## config.mk

```make
export PLATFORM = sky130hd
export DESIGN_NAME = panel_chain_driver
export DESIGN_NICKNAME = d
export VERILOG_FILES = /design/src/rtl/panel_chain_driver.sv
export SDC_FILE = /design/constraint.sdc
export NUM_CORES = 1
export LEC_CHECK = 0
export ABC_AREA = 0
export CAP_MARGIN = 10
export CORE_MARGIN = 3
export CORE_UTILIZATION = 45
export CTS_CLUSTER_DIAMETER = 60
export DETAILED_ROUTE_END_ITERATION = 7
export DONT_BUFFER_PORTS = 1
export HOLD_SLACK_MARGIN = 0.12
export SKIP_CTS_REPAIR_TIMING = 1
export SLEW_MARGIN = 20
export SYNTH_ARGS = -nofsm -noshare
export SYNTH_HDL_FRONTEND = slang
export SYNTH_SLANG_ARGS = --single-unit
```

## constraint.sdc

```tcl
create_clock -name clk -period 2.4 [get_ports clk]
set_input_delay 0.24 -clock clk [delete_from_list [all_inputs] [get_ports clk]]
set_output_delay 0.24 -clock clk [all_outputs]
set_load 0.1 [all_outputs]
```

## src/rtl/panel_chain_driver.sv

```systemverilog
// Serial driver for a daisy-chained RGB LED driver chain: shifts NUM_DRIVERS words per
// colour MSB-first on three lockstep data lines with a shared shift clock, then latches.
module panel_chain_driver #(
    parameter int WIDTH        = 16,
    parameter int NUM_DRIVERS  = 4,
    parameter int BRIGHT_WIDTH = 8,
    localparam int ADDR_W      = (NUM_DRIVERS > 1) ? $clog2(NUM_DRIVERS) : 1
) (
    input  logic                    clk,
    input  logic                    reset_n,
    input  logic                    wr_en,
    input  logic [1:0]              wr_color,
    input  logic [ADDR_W-1:0]       wr_addr,
    input  logic [WIDTH-1:0]        wr_data,
    input  logic                    bri_wr_en,
    input  logic [BRIGHT_WIDTH-1:0] bri_data,
    input  logic                    start,
    input  logic                    mode,
    output logic                    serial_clk,
    output logic                    serial_data_out_red,
    output logic                    serial_data_out_green,
    output logic                    serial_data_out_blue,
    output logic                    latch,
    output logic                    busy,
    output logic                    done
);

    localparam int                CNT_W       = (WIDTH > 1) ? $clog2(WIDTH) : 1;
    localparam logic [ADDR_W-1:0] LP_LAST     = ADDR_W'(NUM_DRIVERS - 1);
    localparam logic [ADDR_W:0]   LP_ND       = (ADDR_W + 1)'(NUM_DRIVERS);
    localparam logic [CNT_W-1:0]  LP_BIT_LAST = CNT_W'(WIDTH - 1);

    typedef enum logic [2:0] {
        ST_IDLE     = 3'd0,
        ST_LOAD     = 3'd1,
        ST_SHIFT_LO = 3'd2,
        ST_SHIFT_HI = 3'd3,
        ST_LATCH    = 3'd4,
        ST_DONE     = 3'd5
    } state_t;

    logic [WIDTH-1:0]        r_red   [NUM_DRIVERS];
    logic [WIDTH-1:0]        r_green [NUM_DRIVERS];
    logic [WIDTH-1:0]        r_blue  [NUM_DRIVERS];
    logic [BRIGHT_WIDTH-1:0] r_bright;

    state_t                  r_state;
    logic                    r_mode;
    logic [ADDR_W-1:0]       r_idx;
    logic [CNT_W-1:0]        r_bit;
    logic [WIDTH-1:0]        r_sh_red;
    logic [WIDTH-1:0]        r_sh_green;
    logic [WIDTH-1:0]        r_sh_blue;
    logic                    r_sclk;
    logic                    r_sd_red;
    logic                    r_sd_green;
    logic                    r_sd_blue;
    logic                    r_latch;
    logic                    r_busy;
    logic                    r_done;

    logic                    w_wr_ok;
    logic [WIDTH-1:0]        w_ld_red;
    logic [WIDTH-1:0]        w_ld_green;
    logic [WIDTH-1:0]        w_ld_blue;
    logic [WIDTH-1:0]        w_nxt_red;
    logic [WIDTH-1:0]        w_nxt_green;
    logic [WIDTH-1:0]        w_nxt_blue;

    assign w_wr_ok     = wr_en && ({1'b0, wr_addr} < LP_ND);
    assign w_nxt_red   = r_sh_red << 1;
    assign w_nxt_green = r_sh_green << 1;
    assign w_nxt_blue  = r_sh_blue << 1;

    // Colour arrays and brightness register; writable at any time, even mid-transfer.
    always_ff @(posedge clk or negedge reset_n) begin
        if (!reset_n) begin
            for (int i = 0; i < NUM_DRIVERS; i++) begin
                r_red[i]   <= {WIDTH{1'b0}};
                r_green[i] <= {WIDTH{1'b0}};
                r_blue[i]  <= {WIDTH{1'b0}};
            end
            r_bright <= {BRIGHT_WIDTH{1'b1}};
        end else begin
            if (w_wr_ok) begin
                case (wr_color)
                    2'd0:    r_red[wr_addr]   <= wr_data;
                    2'd1:    r_green[wr_addr] <= wr_data;
                    2'd2:    r_blue[wr_addr]  <= wr_data;
                    default: r_red[wr_addr]   <= r_red[wr_addr];
                endcase
            end
            if (bri_wr_en) begin
                r_bright <= bri_data;
            end
        end
    end

    // Word selected for the next LOAD: the stored LED word or the brightness broadcast.
    always_comb begin
        w_ld_red   = {WIDTH{1'b0}};
        w_ld_green = {WIDTH{1'b0}};
        w_ld_blue  = {WIDTH{1'b0}};
        if (r_mode) begin
            w_ld_red   = WIDTH'(r_bright);
            w_ld_green = WIDTH'(r_bright);
            w_ld_blue  = WIDTH'(r_bright);
        end else begin
            w_ld_red   = r_red[r_idx];
            w_ld_green = r_green[r_idx];
            w_ld_blue  = r_blue[r_idx];
        end
    end

    // Transfer sequencer; every output is set on the transition into the state that owns it.
    always_ff @(posedge clk or negedge reset_n) begin
        if (!reset_n) begin
            r_state    <= ST_IDLE;
            r_mode     <= 1'b0;
            r_idx      <= LP_LAST;
            r_bit      <= {CNT_W{1'b0}};
            r_sh_red   <= {WIDTH{1'b0}};
            r_sh_green <= {WIDTH{1'b0}};
            r_sh_blue  <= {WIDTH{1'b0}};
            r_sclk     <= 1'b0;
            r_sd_red   <= 1'b0;
            r_sd_green <= 1'b0;
            r_sd_blue  <= 1'b0;
            r_latch    <= 1'b0;
            r_busy     <= 1'b0;
            r_done     <= 1'b0;
        end else begin
            r_latch <= 1'b0;
            r_done  <= 1'b0;
            case (r_state)
                ST_IDLE: begin
                    if (start) begin
                        r_state <= ST_LOAD;
                        r_mode  <= mode;
                        r_idx   <= LP_LAST;
                        r_busy  <= 1'b1;
                    end
                end
                ST_LOAD: begin
                    r_sh_red   <= w_ld_red;
                    r_sh_green <= w_ld_green;
                    r_sh_blue  <= w_ld_blue;
                    r_sd_red   <= w_ld_red[WIDTH-1];
                    r_sd_green <= w_ld_green[WIDTH-1];
                    r_sd_blue  <= w_ld_blue[WIDTH-1];
                    r_bit      <= LP_BIT_LAST;
                    r_sclk     <= 1'b0;
                    r_state    <= ST_SHIFT_LO;
                end
                ST_SHIFT_LO: begin
                    r_sclk  <= 1'b1;
                    r_state <= ST_SHIFT_HI;
                end
                ST_SHIFT_HI: begin
                    r_sh_red   <= w_nxt_red;
                    r_sh_green <= w_nxt_green;
                    r_sh_blue  <= w_nxt_blue;
                    r_sclk     <= 1'b0;
                    if (r_bit != {CNT_W{1'b0}}) begin
                        r_bit      <= r_bit - CNT_W'(1);
                        r_sd_red   <= w_nxt_red[WIDTH-1];
                        r_sd_green <= w_nxt_green[WIDTH-1];
                        r_sd_blue  <= w_nxt_blue[WIDTH-1];
                        r_state    <= ST_SHIFT_LO;
                    end else begin
                        r_sd_red   <= 1'b0;
                        r_sd_green <= 1'b0;
                        r_sd_blue  <= 1'b0;
                        if (r_idx != {ADDR_W{1'b0}}) begin
                            r_idx   <= r_idx - ADDR_W'(1);
                            r_state <= ST_LOAD;
                        end else begin
                            r_latch <= 1'b1;
                            r_state <= ST_LATCH;
                        end
                    end
                end
                ST_LATCH: begin
                    r_done  <= 1'b1;
                    r_state <= ST_DONE;
                end
                ST_DONE: begin
                    r_busy  <= 1'b0;
                    r_state <= ST_IDLE;
                end
                default: begin
                    r_sclk     <= 1'b0;
                    r_sd_red   <= 1'b0;
                    r_sd_green <= 1'b0;
                    r_sd_blue  <= 1'b0;
                    r_busy     <= 1'b0;
                    r_state    <= ST_IDLE;
                end
            endcase
        end
    end

    assign serial_clk            = r_sclk;
    assign serial_data_out_red   = r_sd_red;
    assign serial_data_out_green = r_sd_green;
    assign serial_data_out_blue  = r_sd_blue;
    assign latch                 = r_latch;
    assign busy                  = r_busy;
    assign done                  = r_done;

endmodule

```

==> metrics list <==
* Count of H-tree levels built during CTS: 1
- Leak pwr: 5.95 nW
- Worst-path clk slew: 60 ps
- Clock net sink count: ~260
* Total power density per cell area: 1170 nW/um2
* Pins over their slew limit: 0
- The smallest clock period supported by the final layout is computed as 1990 ps.
* GRT Overall Usage: 21.0%
* Number of synthesized register bits: 262
* Delay of the slowest cell on the worst path: 720 ps
- The floorplan has 59 rows.
* Final worst slack: 405 ps
* Primary flip-flop cell chosen by synthesis mapping: sky130_fd_sc_hd__dfrtp_1
- Worst max-slew margin expressed relative to the limit: 31.3%
- CTS tree: done
- The tree is rooted in a sky130_fd_sc_hd__clkbuf_16.
- Crit path arrival time: 2420 ps
- In this run the cell area of the synthesized design comes to 12,300 um2.
- Top cells by area, synth: sky130_fd_sc_hd__dfrtp_1, sky130_fd_sc_hd__mux2_2, sky130_fd_sc_hd__mux4_2, sky130_fd_sc_hd__a221oi_1, sky130_fd_sc_hd__nand2_1
- Core Region: 26,400 um2
- Antenna violations before repair: 1
- The repair_antennas step left the layout with diodes totalling 0.
- Final hold violations: 262
- Yosys mapped a number of flops with a built-in enable equal to 0.
* Most instantiated library cell after synthesis: sky130_fd_sc_hd__dfrtp_1
- Remaining antenna violation count: 0
- Total negative slack for setup checks: 0 ps
* Total congestion overflow: 0
- STA classifies the critical path endpoint as a flop.
- Relative to the synthesized area, the layout overhead comes to 14.3%.
* Last weighted congestion value of the routability-driven placer: a little under 0.8
- During synthesis, Yosys emitted a total of 0 warnings.
- Die Area: 29,300 um2
- STA classifies the critical path startpoint as a flop.
* TritonCTS Buffers: 31
- Routed vias: 8,038
* Achievable clock frequency: 501 MHz
* Vertical die dimension: 171 um
* Number of maximum-capacitance violations: 0
- First-pass GRT wire length: 47.5 mm
- Port buffering added 0 buffers.
* Worst hold margin: -598 ps
* Final HPWL DP: 17.7 mm
* Cells after Synth: 961
* Unique cell type count in the Yosys netlist: 47
- For this configuration, the core starts out at a cell density of a little under half.
* Share of final-layout standard cells stronger than drive strength 1: 30.8%
- Fraction of the core area covered by cells at the end of the flow: 53.1%
- Worst skew pair latency: 550 ps
- Start of the worst register-to-register path: r_idx[0]
* Failing checks: negative hold slack
* Top cells by instance count after synthesis: sky130_fd_sc_hd__dfrtp_1, sky130_fd_sc_hd__mux2_2, sky130_fd_sc_hd__nand2_1
* Critical setup path kind: reg -> reg
- The top cell type by area accounts for 51.3% of the synthesized area.
* Min-delay worst type: in -> async
- Overall power consumption after layout is estimated at 0.0165 W.
- Number of endpoints failing setup at the final stage: 0
* Via count of the first global-routing pass: roughly 8,200
- Among all stages on the critical path, the largest delay is contributed by sky130_fd_sc_hd__dfstp_4.
- Fin crit share: 83.1%
* Post-synth net total: 1,000
* Worst-case clock skew: 8.99 ps
- Post-route DRC: 0
- Vias per Instance: 5.96
* Slew at the pin closest to its max-slew limit: between 1000 and 1500 ps
- Nets@finish: 1,028
- The signal on the critical path passes through buf_4, mux4_2, and3_1, a221o_1.
- Die Wd: 171 um
- Boundary pin count: 41
- For flop-to-flop paths, the worst setup slack is 410 ps.
* Detailed-routing iteration count for the pre-antenna-repair pass: 5
- Post-synthesis sequential area ratio: a little over half
* Worst ir drop on vdd: 0.758 mV
* RSZ-0062 raised after global routing: no
* Routed Wire Length: 30.7 mm
* Post-synthesis average cell area: 12.8 um2
- Crit path required time: 2820 ps
* Cell type with the largest total area after synthesis: sky130_fd_sc_hd__dfrtp_1
- Pin count of the biggest net entering global routing: 263
* Crit. Startpoint: r_idx[0]
- OpenSTA, run right after detailed placement, puts the worst setup slack at 386 ps.
* FFs w/ async S/R, synth: between 90% and 100%
* Maximum net fanout on the critical path: 10
- Status: complete, but fails checks
- Initial drt markers: 671
- Max Root-Sink Buffers: 3
- Post-DR wirelength/cell: 22.8 um
[logic make-up after synthesis]
logic type               count (synthesis)  synth area share [%]
AND/OR/NAND/NOR                        224                  9.21
adder cells (fa/ha/maj)                  5                 0.509
flip-flops                             262                  53.5
multiplexers                           205                  22.8
buffers and inverters                   82                  3.20
AO/OA/AOI/OAI                          183                  10.8
[layout by cell type (no fill, tap or decap), drive strengths merged, types with 3 or more instances in the layout]
cell type and count:
a211oi 18, a21oi 24, a221o 3, a221oi 43, a22o 3, a22oi 5, and3 5, buf 33
clkbuf 50, clkinv 3, dfrtp 252, dfstp 10, dlygate4sd3 37, ha 5, inv 8, mux2 152
mux2i 8, mux4 45, nand2 73, nand2b 3, nand3 4, nand3b 25, nand4 3, nor2 69
nor2b 21, nor3 7, o21ai 34, o22ai 16, o31ai 32
[final timing paths]
kind,end,cells past startpoint
setup / recovery,serial_data_out_red,4
hold / removal,r_green[60],0
setup reg to reg,serial_data_out_red,4
hold reg to reg,r_sh_blue[8],2
max in group asynchronous,r_bright[4],0
min in group clk,r_red[8],2
[routing by layer]
metal	share of wire [%]	vias to the layer above	track usage [%]
li1	-	3645	-
met1	45	4126	29.5
met2	47	214	33.9
met3	5.2	51	4.23
met4	2.2	2	5.21
met5	0.042	-	0
[worst max-delay path, delay by kind of cell, from the launching register on]
family          cells  cell delay, ps
compound gates      1             250
buf+inv             1             220
flops               1             720
mux                 1             500
simple gates        1             190
[final cells by class]
class	count	area, um2
clock buffer	50	957
clock inverter	7	72.6
fill	2295	12400
inverter	7	26.3
multi-input combinational	617	5350
sequential	262	6570
tap	335	419
timing repair buffer	70	643
[sequential cells by signal, indices dropped and copies added, names as in the netlist, 2 cells and up]
register and cells:
r_red 64, r_sh_red 15, r_bit 4, r_idx 2
r_blue 64, r_state 3, r_green 64, r_sh_blue 15
r_sh_green 15, r_bright 8
[per-stage QoR]
step	instance area [um2]	cells
2_1_floorplan	12300	961
3_3_place_gp	12600	1254
3_5_place_dp	12600	1254
4_1_cts	13700	1311
5_1_grt	14000	1348
6_report	14000	1348
[where the power goes]
group	internal (W)	leakage [nW]	total (W)	switching (W)
sequential	0.00575	3.14	0.00692	0.00117
combinational	0.00252	2.31	0.00489	0.00237
clock	0.00282	0.501	0.00464	0.00182
Power figures use the tool's default switching activity.
==> variant 1 (config.mk and constraints unchanged) <==
Re-encode `state_t` (6 states) as one-hot, 6 bits wide.
--- a/src/rtl/panel_chain_driver.sv
+++ b/src/rtl/panel_chain_driver.sv
@@ -30,13 +30,13 @@
     localparam logic [ADDR_W:0]   LP_ND       = (ADDR_W + 1)'(NUM_DRIVERS);
     localparam logic [CNT_W-1:0]  LP_BIT_LAST = CNT_W'(WIDTH - 1);
 
-    typedef enum logic [2:0] {
-        ST_IDLE     = 3'd0,
-        ST_LOAD     = 3'd1,
-        ST_SHIFT_LO = 3'd2,
-        ST_SHIFT_HI = 3'd3,
-        ST_LATCH    = 3'd4,
-        ST_DONE     = 3'd5
+    typedef enum logic [5:0] {
+        ST_IDLE     = 6'b000001,
+        ST_LOAD     = 6'b000010,
+        ST_SHIFT_LO = 6'b000100,
+        ST_SHIFT_HI = 6'b001000,
+        ST_LATCH    = 6'b010000,
+        ST_DONE     = 6'b100000
     } state_t;
 
     logic [WIDTH-1:0]        r_red   [NUM_DRIVERS];
Behaviour: same outputs for any inputs over 4 cycles, from zero or initial values and one cycle with reset_n low; so few cycles prove little.
==> variant 1 against the original RTL <==
Highest routed layer is now met4; setup slack worse by 0.18 ns; the run still ends with negative hold slack left; design area is essentially flat; power decreased by 12%; via count shrank 4.6%; sequential cell count up 3; critical path type unchanged; area after synthesis grew 0.61%; utilization is 1.0 points lower; wire length is 5.4% lower.
==> variant 1: results (changes against the original RTL) <==
----------------------------------------------------
[STA]
  Total count of hold-check failures in the final report ... 265 (+1.1%)
  Hold Worst Slack ... -0.6074 ns (-0.009205 ns)
  Setup violators final ... 0 (unchanged)
  Share of the clock period used by the worst path ... 90.60% (+7.5 points)
  Post-Route Skew ... 0.01358 ns (+0.004590 ns)
  Transition time of the tightest slew-check pin ... 1.013 ns (-0.01722 ns)

[Critical path]
  Critical-path top delay cell ... sky130_fd_sc_hd__dfrtp_1
  Capturing element of the worst setup path ... r_idx[0]
  Crit path arrival time ... 2.65 ns (+0.23 ns)
  Cell type group with the largest total delay on the critical path ... buffers and inverters
  Critical path's largest stage delay ... 0.46 ns (-0.26 ns)
  Worst-case register-to-register setup slack ... 0.23 ns (-0.18 ns)
  Worst reg2reg startpoint ... r_state[4]
  Number of cells on the worst reg-to-reg path ... 6 (+2)
  Critical path peak fanout ... 28 (+18)

[Run status]
  Violations in the final reports ... negative hold slack
  Status ... finished, violations left

[Synth]
  Fraction of registers with async set or reset after synthesis ... 100.0% (unchanged)
  Synth cell count leaders ... sky130_fd_sc_hd__dfrtp_1 (254), sky130_fd_sc_hd__mux2_2 (181), sky130_fd_sc_hd__a21oi_1 (76)
  Sequential share of the synthesized area ... 53.77% (+0.29 points)
  Leading cell types by total area after synthesis ... sky130_fd_sc_hd__dfrtp_1 (51%), sky130_fd_sc_hd__mux2_2 (16%), sky130_fd_sc_hd__mux4_2 (6.6%)
  Syn Nets ... 942 (-5.8%)
  Number of warning messages in the yosys log ... 0 (unchanged)
  Count of different cell masters after synthesis ... 51 (+8.5%)

[Routing]
  Length of the first detailed-routing pass in iterations ... 5 (unchanged)
  Total wire length ... 29020 um (-5.4%)
  Number of violations reported at the end of detailed-routing iteration 0 ... 519 (-23%)
  Via count of the routed design ... 7668 (-4.6%)
  Drt drc ... 0 (unchanged)

[Final layout]
  Proportion of layout cells with a drive suffix above 1 ... 33.26% (+2.5 points)
  Number of nets in the layout ... 978 (-4.9%)
  # fillers ... 2267 (-1.2%)

[Clock network]
  Worst-path clk slew ... 0.06 ns (about the same)
  Number of buffers created by CTS ... 30 (-3.2%)
  Clock latency on the worst-skew pair ... 0.55 ns (about the same)

[Worst hold path]
  Tightest Hold Check Type ... input pin to asynchronous set/reset pin

[Placement]
  Post-Place Worst Slack ... 0.2414 ns (-0.1447 ns)
  Detailed Place HPWL ... 17210 um (-3.0%)
  Number of buffer cells added on primary ports ... 0 (unchanged)
  GP Congestion ... 0.7997 (+2.5%)

[GRT]
  Aggregate global-route resource usage ... 19.72% (-1.3 points)
  Congestion Overflow GR ... 0 (unchanged)
  Wire length of the first global-routing pass ... 45040 um (-5.2%)
  Largest net degree at the start of global routing ... 266 (+1.1%)
  Via count of the first global-routing pass ... 7618 (-6.6%)

[Pwr]
  Worst ir drop on vdd ... 0.5919 mV (-22%)
  Leakage dissipation ... 0.006047 uW (+1.6%)

----------------------------------------------------
[variant 1: cell count changes in the layout (fill, tap and decap cells not counted), sizes merged, moves of 15 or more]
cell    unedited run  this run
nor2              69        54
a221o              3        45
nand3b            25         0
a211oi            18         0
o21ai             34        19
a221oi            43         0
a22oi              5        21
mux2             152       181
a21oi             24        76
o22ai             16         0
nand2             73        30
o31ai             32         1
[variant 1: cell type report]
cell class,instances,area share [%]
inverters,8,0.2139
flip-flops and latches,265,47.37
diodes,1,0.01783
well taps,341,3.040
clock inverters,8,0.4635
repair buffers,67,4.760
clock buffers,47,6.383
multi-input cells,567,37.75
[variant 1: kinds of logic after synthesis]
logic type	after synthesis	synth area share, %
flip-flops	265	53.77
adder cells (fa/ha/maj)	5	0.5062
AND/OR/NAND/NOR	146	6.419
multiplexers	243	26.08
XOR/XNOR	3	0.2127
AO/OA/AOI/OAI	170	9.497
buffers and inverters	71	3.513
[variant 1: through the flow]
step           cell area, um2  util, %  cells
3_5_place_dp            12660    46.99   1209
2_1_floorplan           12360        -    903
4_1_cts                 13630    50.56   1264
3_3_place_gp            12660    46.99   1209
5_1_grt                 14030    52.07   1303
6_report                14040    52.08   1304
[variant 1: routing by layer]
metal,global-route usage (%),wire [um],vias up
met2,30.65,13320,174
li1,-,-,3453
met4,3.814,348,0
met1,29.57,13830,4009
met5,0,0,-
met3,3.310,1534,32
[variant 1: where the power goes]
| group | total (uW) | switching, uW | leakage (uW) | internal (uW) |
|---|---|---|---|---|
| Clock | 4420 | 1770 | 0.000478 | 2650 |
| Combinational | 3290 | 1400 | 0.00235 | 1890 |
| Sequential | 6780 | 1010 | 0.00322 | 5770 |
==> variant 2 (same settings) <==
Made on the original files. Change the parameter `WIDTH` from 16 to 32.
--- a/src/rtl/panel_chain_driver.sv
+++ b/src/rtl/panel_chain_driver.sv
@@ -1,7 +1,7 @@
 // Serial driver for a daisy-chained RGB LED driver chain: shifts NUM_DRIVERS words per
 // colour MSB-first on three lockstep data lines with a shared shift clock, then latches.
 module panel_chain_driver #(
-    parameter int WIDTH        = 16,
+    parameter int WIDTH        = 32,
     parameter int NUM_DRIVERS  = 4,
     parameter int BRIGHT_WIDTH = 8,
     localparam int ADDR_W      = (NUM_DRIVERS > 1) ? $clog2(NUM_DRIVERS) : 1
Ports: changed (resized wr_data); port bits go from 41 to 57. No check against the original RTL was run, so the function may have changed too.
==> variant 2 against the original RTL <==
The run still ends with negative hold slack left; wire length is 79% higher; sequential cell count is 241 higher; setup slack worse by 0.076 ns; final cell count is 84% higher; power is 71% higher; area after synthesis is 86% higher; clock power is 72% higher; design area is 86% higher; via count is 82% higher; critical endpoint is now r_idx[0]; largest cell class unchanged; highest routed layer is now met4.
==> variant 2: results (changes against the original RTL) <==
----------------------------------------------------
[Run status]
  Status ... finished, violations left
  Violations in the final reports ... negative hold slack

[Final layout]
  Proportion of layout cells with a drive suffix above 1 ... 29.11% (-1.7 points)
  Share of cell area taken by multi-input logic gates ... 37.16% (-0.93 points)
  Non-filler instance count after layout ... 2480 (+84%)
  Plain + repair buffers ... 103 (+47%)
  Number of diodes ... 1 (+1)
  Largest registers in the final layout ... r_blue (128), r_green (128), r_red (128)
  # fillers ... 4216 (+84%)
  Share of the final layout cell area in sequential cells ... 48.32% (+1.5 points)
  Non-clock buffer area fraction after layout ... 4.689% (+0.11 points)
  Count of multi-input gates ... 1098 (+78%)

[STA]
  Post-Route Skew ... 0.01800 ns (+0.009001 ns)
  Hold Worst Slack ... -0.6498 ns (-0.05170 ns)
  Total count of hold-check failures in the final report ... 501 (+91%)

[GRT]
  Via count of the first global-routing pass ... 14.66k (+80%)
  Largest net degree at the start of global routing ... 504 (+92%)
  Aggregate global-route resource usage ... 20.36% (-0.62 points)
  Wire length of the first global-routing pass ... 85770 um (+81%)
  Antenna violations before repair ... 0 (-1)

[Placement]
  Post-Place Worst Slack ... 0.3410 ns (-0.04513 ns)
  Placement-stage cell area ... 23830 um2 (+89%)
  Number of placed instances, taps included ... 2327 (+86%)
  Detailed Place HPWL ... 31530 um (+78%)

[Critical path]
  Worst-case register-to-register setup slack ... 0.33 ns (-0.08 ns)
  Crit path arrival time ... 2.58 ns (+0.16 ns)
  Critical path peak fanout ... 19 (+9)
  Capture point of the worst reg-to-reg path ... r_idx[0]
  Worst reg2reg startpoint ... r_idx[1]

[Routing]
  Average detailed-routed wire length per instance ... 22.12 um (-2.8%)
  Vias per cell ... 5.910 (-0.89%)
  Length of the first detailed-routing pass in iterations ... 6 (+1)

[Synth]
  Synth cell count leaders ... sky130_fd_sc_hd__dfrtp_1 (493), sky130_fd_sc_hd__mux2_2 (259), sky130_fd_sc_hd__nor2_1 (123)
  Count of different cell masters after synthesis ... 48 (+2.1%)
  Leading cell types by total area after synthesis ... sky130_fd_sc_hd__dfrtp_1 (54%), sky130_fd_sc_hd__mux2_2 (13%), sky130_fd_sc_hd__mux4_2 (9.1%)
  Sequential share of the synthesized area ... 55.03% (+1.5 points)

[Pwr]
  Worst ir drop on vdd ... 0.5755 mV (-24%)

----------------------------------------------------
## variant 2: cell count changes after synthesis, sizes merged, moves of 30 or more
cell / unedited run / this run
o21ai: 34 / 106
mux2: 152 / 328
o31ai: 32 / 2
dfrtp: 252 / 493
nor2: 69 / 123
mux4: 45 / 93
nand2: 73 / 110
a21oi: 24 / 118
a22oi: 5 / 73
buf: 29 / 71
a222oi: 0 / 32
## variant 2: worst min-delay path by stage
stage | from | endpoint | slack [ns] | cells after the start
global placement | reset_n | r_blue[79] | -0.04 | 0
CTS | reset_n | r_sh_blue[15] | -0.68 | 0
detailed placement | reset_n | r_sh_blue[15] | -0.04 | 0
floorplan | reset_n | busy | -0.06 | 0
global route | reset_n | r_sh_blue[15] | -0.68 | 0
finish | reset_n | r_sh_blue[15] | -0.65 | 0
## variant 2: logic make-up after synthesis
| family | after synthesis | synth area share (%) |
|---|---|---|
| muxes | 430 | 26.00 |
| and+or+nand+nor | 296 | 5.585 |
| adders and majority gates | 5 | 0.2732 |
| DFF | 503 | 55.03 |
| AOI/OAI and AO/OA | 367 | 10.09 |
| buffers and inverters | 150 | 3.022 |
## variant 2: critical path, cell delays in order, from the launching register on
cell,delay (ns)
sky130_fd_sc_hd__dfstp_4,0.85
sky130_fd_sc_hd__inv_1,0.11
sky130_fd_sc_hd__ha_1,0.22
sky130_fd_sc_hd__nor4bb_1,0.37
sky130_fd_sc_hd__o22ai_1,0.19
sky130_fd_sc_hd__mux2i_1,0.23
## variant 2: power by group
part	total, uW	leakage [uW]	switching [uW]	internal [uW]
logic	7530	0.00417	3450	4080
registers	12600	0.00611	1700	10900
clock network	7990	0.000840	3390	4600
## variant 2: per-layer routing
layer	GRT usage (%)	part of all wire (%)
met3	3.048	5.0
met2	33.19	48
met5	0	0
met1	28.87	45
met4	5.093	1.7
